File: src/rtl/uart_frame_scheduler.sv
// uart_frame_scheduler
// On a start request, snapshots every channel reading and streams one fixed
// 8-byte ASCII frame per channel ("C<ch>:<hhh>\r\n") into the UART transmit
// FIFO. Channel 0 goes first. The block waits while the FIFO reports full.
module uart_frame_scheduler #(
  parameter int NCH = 13,
  parameter int DW  = 12
) (
  input  logic              clk,
  input  logic              reset,
  input  logic              start,
  input  logic [NCH*DW-1:0] ch_data,
  input  logic              tx_full,
  output logic              wr_uart,
  output logic [7:0]        w_data,
  output logic              busy,
  output logic              done_tick
);

  typedef enum logic [1:0] {
    IDLE = 2'd0,
    SEND = 2'd1,
    DONE = 2'd2
  } state_t;

  localparam logic [3:0] LAST_CH = 4'(NCH - 1);

  state_t            state_r, state_s;
  logic [3:0]        ch_idx_r, ch_idx_s;
  logic [2:0]        byte_idx_r, byte_idx_s;
  logic [NCH*DW-1:0] snap_r, snap_s;
  logic [DW-1:0]     cur_val_s;

  // Convert a nibble to an uppercase ASCII hex digit.
  function automatic logic [7:0] hex_ascii(input logic [3:0] nib);
    logic [7:0] res;
    if (nib < 4'd10) begin
      res = 8'h30 + {4'h0, nib};
    end else begin
      res = 8'h37 + {4'h0, nib};
    end
    return res;
  endfunction

  // Register the state, the indices and the snapshot. Reset is synchronous and active low.
  always_ff @(posedge clk) begin
    if (!reset) begin
      state_r    <= IDLE;
      ch_idx_r   <= 4'd0;
      byte_idx_r <= 3'd0;
      snap_r     <= '0;
    end else begin
      state_r    <= state_s;
      ch_idx_r   <= ch_idx_s;
      byte_idx_r <= byte_idx_s;
      snap_r     <= snap_s;
    end
  end

  // Select the snapshot reading of the channel currently being framed.
  always_comb begin
    cur_val_s = '0;
    for (int i = 0; i < NCH; i++) begin
      if (ch_idx_r == 4'(i)) begin
        cur_val_s = snap_r[i*DW +: DW];
      end else begin
        cur_val_s = cur_val_s;
      end
    end
  end

  // Build the frame byte for the current indices. The output is zero outside SEND.
  always_comb begin
    w_data = 8'h00;
    if (state_r == SEND) begin
      case (byte_idx_r)
        3'd0:    w_data = 8'h43;
        3'd1:    w_data = hex_ascii(ch_idx_r);
        3'd2:    w_data = 8'h3A;
        3'd3:    w_data = hex_ascii(cur_val_s[11:8]);
        3'd4:    w_data = hex_ascii(cur_val_s[7:4]);
        3'd5:    w_data = hex_ascii(cur_val_s[3:0]);
        3'd6:    w_data = 8'h0D;
        3'd7:    w_data = 8'h0A;
        default: w_data = 8'h00;
      endcase
    end else begin
      w_data = 8'h00;
    end
  end

  // Compute next-state logic and the write strobe. A write is blocked while the FIFO is full.
  always_comb begin
    state_s    = state_r;
    ch_idx_s   = ch_idx_r;
    byte_idx_s = byte_idx_r;
    snap_s     = snap_r;
    wr_uart    = 1'b0;
    busy       = 1'b0;
    done_tick  = 1'b0;
    case (state_r)
      IDLE: begin
        if (start) begin
          snap_s     = ch_data;
          ch_idx_s   = 4'd0;
          byte_idx_s = 3'd0;
          state_s    = SEND;
        end else begin
          state_s = IDLE;
        end
      end
      SEND: begin
        busy    = 1'b1;
        wr_uart = ~tx_full;
        if (!tx_full) begin
          if (byte_idx_r == 3'd7) begin
            byte_idx_s = 3'd0;
            if (ch_idx_r == LAST_CH) begin
              state_s = DONE;
            end else begin
              ch_idx_s = ch_idx_r + 4'd1;
            end
          end else begin
            byte_idx_s = byte_idx_r + 3'd1;
          end
        end else begin
          byte_idx_s = byte_idx_r;
        end
      end
      DONE: begin
        busy      = 1'b1;
        done_tick = 1'b1;
        state_s   = IDLE;
      end
      default: begin
        state_s = IDLE;
      end
    endcase
  end

endmodule

File: config.mk
export PLATFORM = sky130hd
export DESIGN_NAME = uart_frame_scheduler
export DESIGN_NICKNAME = d
export VERILOG_FILES = /design/src/rtl/uart_frame_scheduler.sv
export SDC_FILE = /design/constraint.sdc
export NUM_CORES = 1
export LEC_CHECK = 0
export ABC_AREA = 1
export BUFFER_PORTS_ARGS = -buffer_cell sky130_fd_sc_hd__buf_4
export CAP_MARGIN = 10
export CELL_PAD_IN_SITES_DETAIL_PLACEMENT = 0
export CELL_PAD_IN_SITES_GLOBAL_PLACEMENT = 2
export CORE_MARGIN = 2
export CORE_UTILIZATION = 32
export DETAILED_ROUTE_END_ITERATION = 7
export PLACE_DENSITY_LB_ADDON = 0.05
export SKIP_LAST_GASP = 1
export SLEW_MARGIN = 20
export SYNTH_ARGS = -nofsm -noshare
export SYNTH_HDL_FRONTEND = slang
export SYNTH_SLANG_ARGS = --single-unit
File: constraint.sdc
create_clock -name clk -period 7.1 [get_ports clk]
set_clock_uncertainty 0.05 [all_clocks]
set_input_delay 1.42 -clock clk [delete_from_list [all_inputs] [get_ports clk]]
set_output_delay 1.42 -clock clk [all_outputs]
set_load 0.01 [all_outputs]
==> impl_metrics.yaml <==
critical_path:
  crit_type: "flip-flop to output pin"
  cp.arrival_ps: 4140
  critPathCaptureType: "output pin"
  path_max_fanout: 11
  required_ps: 5630
  worst_setup_path_start_kind: "flip-flop"
  r2r_slack_ps: 4270
grt:
  globalRouteTotalUtil: 0.189
  grt_pass1_wl_mm: 42.0
  grt_max_degree: 96
  antenna_found_initial: 0
  first_global_vias: 8063
  gr-total-overflow: 0
placement:
  numPortBuffers: 169
  dp_hpwl_mm: 19.7
  gp_congestion: 0.784
floorplanning:
  ios: 171
  core-area_sq_um: 26700
  row_count: 60
  die-area_sq_um: 28200
  die_h_microns: 168
  fp.dieW_microns: 168
  start_util: 0.322
cells_and_area:
  area_growth_syn_to_layout_pct: 23.2
  fillers: 2943
  final_cell_mix: "392 x nor2_1, 254 x nand2_1, 173 x o21ai_0, 173 x buf_4, 165 x dfxtp_1"
  mostFrequentLayoutCell: "nor2_1"
  nets: 1640
  diodes: 0
  drive_above_1_share: 0.178
pwr:
  p_seq_frac: 0.330
  finalPower_mw: 3.91
  clkPwrFrac: 0.251
  p_int_mw: 2.26
  leakage_nw: 5.04
  p_sw_mw: 1.65
  powerDensity_nw_per_um2: 369
  p_sw_frac: 0.422
  vdd_drop_max_mv: 0.157
  combPwrFrac: 0.419
clocking:
  cts_setup_buffers: 0
  clk_latency_ps: 430
  clkSlewWorstSetupHoldPaths_ps: 60
  hold_buffers: 0
  cts-resized-gates: 0
  htree_num_levels: 4
  clockRootBuffer: "clkbuf_16"
  clock-sinks: 165
  cts_buffer_depth: 2
  cts_tree: "yes"
  numCtsBuffers: 17
yosys:
  yosysWarningCount: 0
  synth_area_sq_um: 8610
  ys_ff_latch: 165
  ys_types: 38
  synth_nets: 1518
  synth_cells: 1341
  yosysSeqAreaShare: 0.383
  syn_avg_cell_area_sq_um: 6.42
detailed_routing:
  avgRoutedWirePerCell_microns: 14.4
  dr.first_iter.drc_count: 477
  vias: 8298
  viasPerCell: 4.57
  first_pass_iters: 5
  ant_nets: 0
  drcViolationCount: 0
  wl_mm: 26.2
timing:
  drv_slew: 0
  post-route-min-period_ps: 5610
  final_hold_viol_count: 0
  relSlewSlack: 0.522
  finalSetupTns_ps: 0
  rsz0062_at_grt: "false"
  finalCritPeriodShare: 0.790
  max_freq_mhz: 178
  worstMarginPinSlew_ps: 718
  setup_violations: 0
job:
  max_cap_viol_count: 0
outcome:
  run_status: "finished clean"
min_path:
  hp-class: "flip-flop to flip-flop"
-- cell type report --
cell class              instances  area [sq um]  area share
multi-input cells            1006          4590       0.433
clock inverters                13           184      0.0173
clock buffers                  17           425      0.0401
flip-flops and latches        165          3300       0.311
inverters                     100           380      0.0358
repair buffers                173          1300       0.122
well taps                     341           427      0.0402
-- worst paths after layout --
path | start | endpoint | cells past startpoint
worst max-delay path | ch_idx_r[1] | w_data[2] | 27
worst min-delay path | snap_r[155] | snap_r[155] | 2
worst max register to register | state_r[0] | byte_idx_r[0] | 8
worst min register to register | snap_r[155] | snap_r[155] | 2
-- logic make-up (layout without fill, tap and decap cells) --
group	Yosys count	after routing	share of synthesized area
buf+inv	170	303	0.0842
fa+ha+maj	17	17	0.0247
xor+xnor	1	1	0.00102
simple gates	775	775	0.376
flops	165	165	0.383
other cells	1	1	0.000435
compound gates	212	212	0.131
-- state kept, by name, summed over array words and instances (netlist names) --
register / cells
state_r: 2
byte_idx_r: 3
snap_r: 156
ch_idx_r: 4
-- stage by stage --
| step | hold slack, ps | std cells | utilization | setup WS, ps | instance area (sq um) |
|---|---|---|---|---|---|
| CTS | 414 | 1815 | 0.397 | 1420 | 10600 |
| global placement | 394 | 1785 | 0.374 | 1840 | 10000 |
| global route | 437 | 1815 | 0.397 | 1010 | 10600 |
| finish | 410 | 1815 | 0.397 | 1490 | 10600 |
| floorplan | 380 | 1341 | - | 3200 | 8610 |
| detailed placement | 405 | 1785 | 0.374 | 1910 | 10000 |
-- worst max-delay path, cell delays in order (launching register included) --
cell and delay (ps):
dfxtp_1 350, inv_1 150, ha_1 440, inv_2 210, nor3_1 550, nand2_1 100, nand3_1 130, nand2_1 110
nand3b_1 120, nand2_1 70, nand2_1 60, nand2_1 50, nand3_1 70, nand2_1 70, nand2_1 80, nand2_1 110
nand2_1 100, inv_1 60, ha_1 210, inv_1 60, nand2_1 50, nand2_1 50, nand3_1 60, nand2_1 70
nand3_1 70, nor2_1 110, nor2_1 50, buf_4 140
-- Yosys cell counts, drive strengths merged --
cell | number | area (sq um)
ha | 17 | 213
dfxtp | 165 | 3300
buf | 19 | 156
o21ai | 177 | 886
a21oi | 25 | 144
or2 | 21 | 131
conb | 1 | 3.75
nor4 | 1 | 6.26
nand3b | 6 | 45.0
xor2 | 1 | 8.76
nand4 | 11 | 68.8
nor2 | 400 | 1570
a21boi | 2 | 37.5
nand2 | 268 | 1050
clkbuf | 51 | 191
inv | 99 | 374
clkinv | 1 | 3.75
a211oi | 5 | 37.5
a22oi | 1 | 7.51
nand3 | 64 | 330
a31oi | 2 | 12.5
nor3 | 4 | 31.3
-- power by group through the flow --
| stage | Sequential (mW) | Clock (mW) | Combinational, mW |
|---|---|---|---|
| finish | 1.29 | 0.984 | 1.64 |
| global route | 1.32 | 1.05 | 1.90 |
| CTS | 1.29 | 1.01 | 1.66 |
| global placement | 1.31 | 0 | 1.66 |
| floorplan | 1.26 | 0 | 1.18 |
| detailed placement | 1.31 | 0 | 1.66 |
-- metal layers --
layer  up-vias  GRT usage  part of all wire
met3        16     0.0336             0.033
met1      3693      0.278              0.53
met4         0     0.0360            0.0071
li1       4453          -                 -
met2       136      0.289              0.43
met5         -          0                 0
Note: power is estimated with default switching activity, not from simulation.
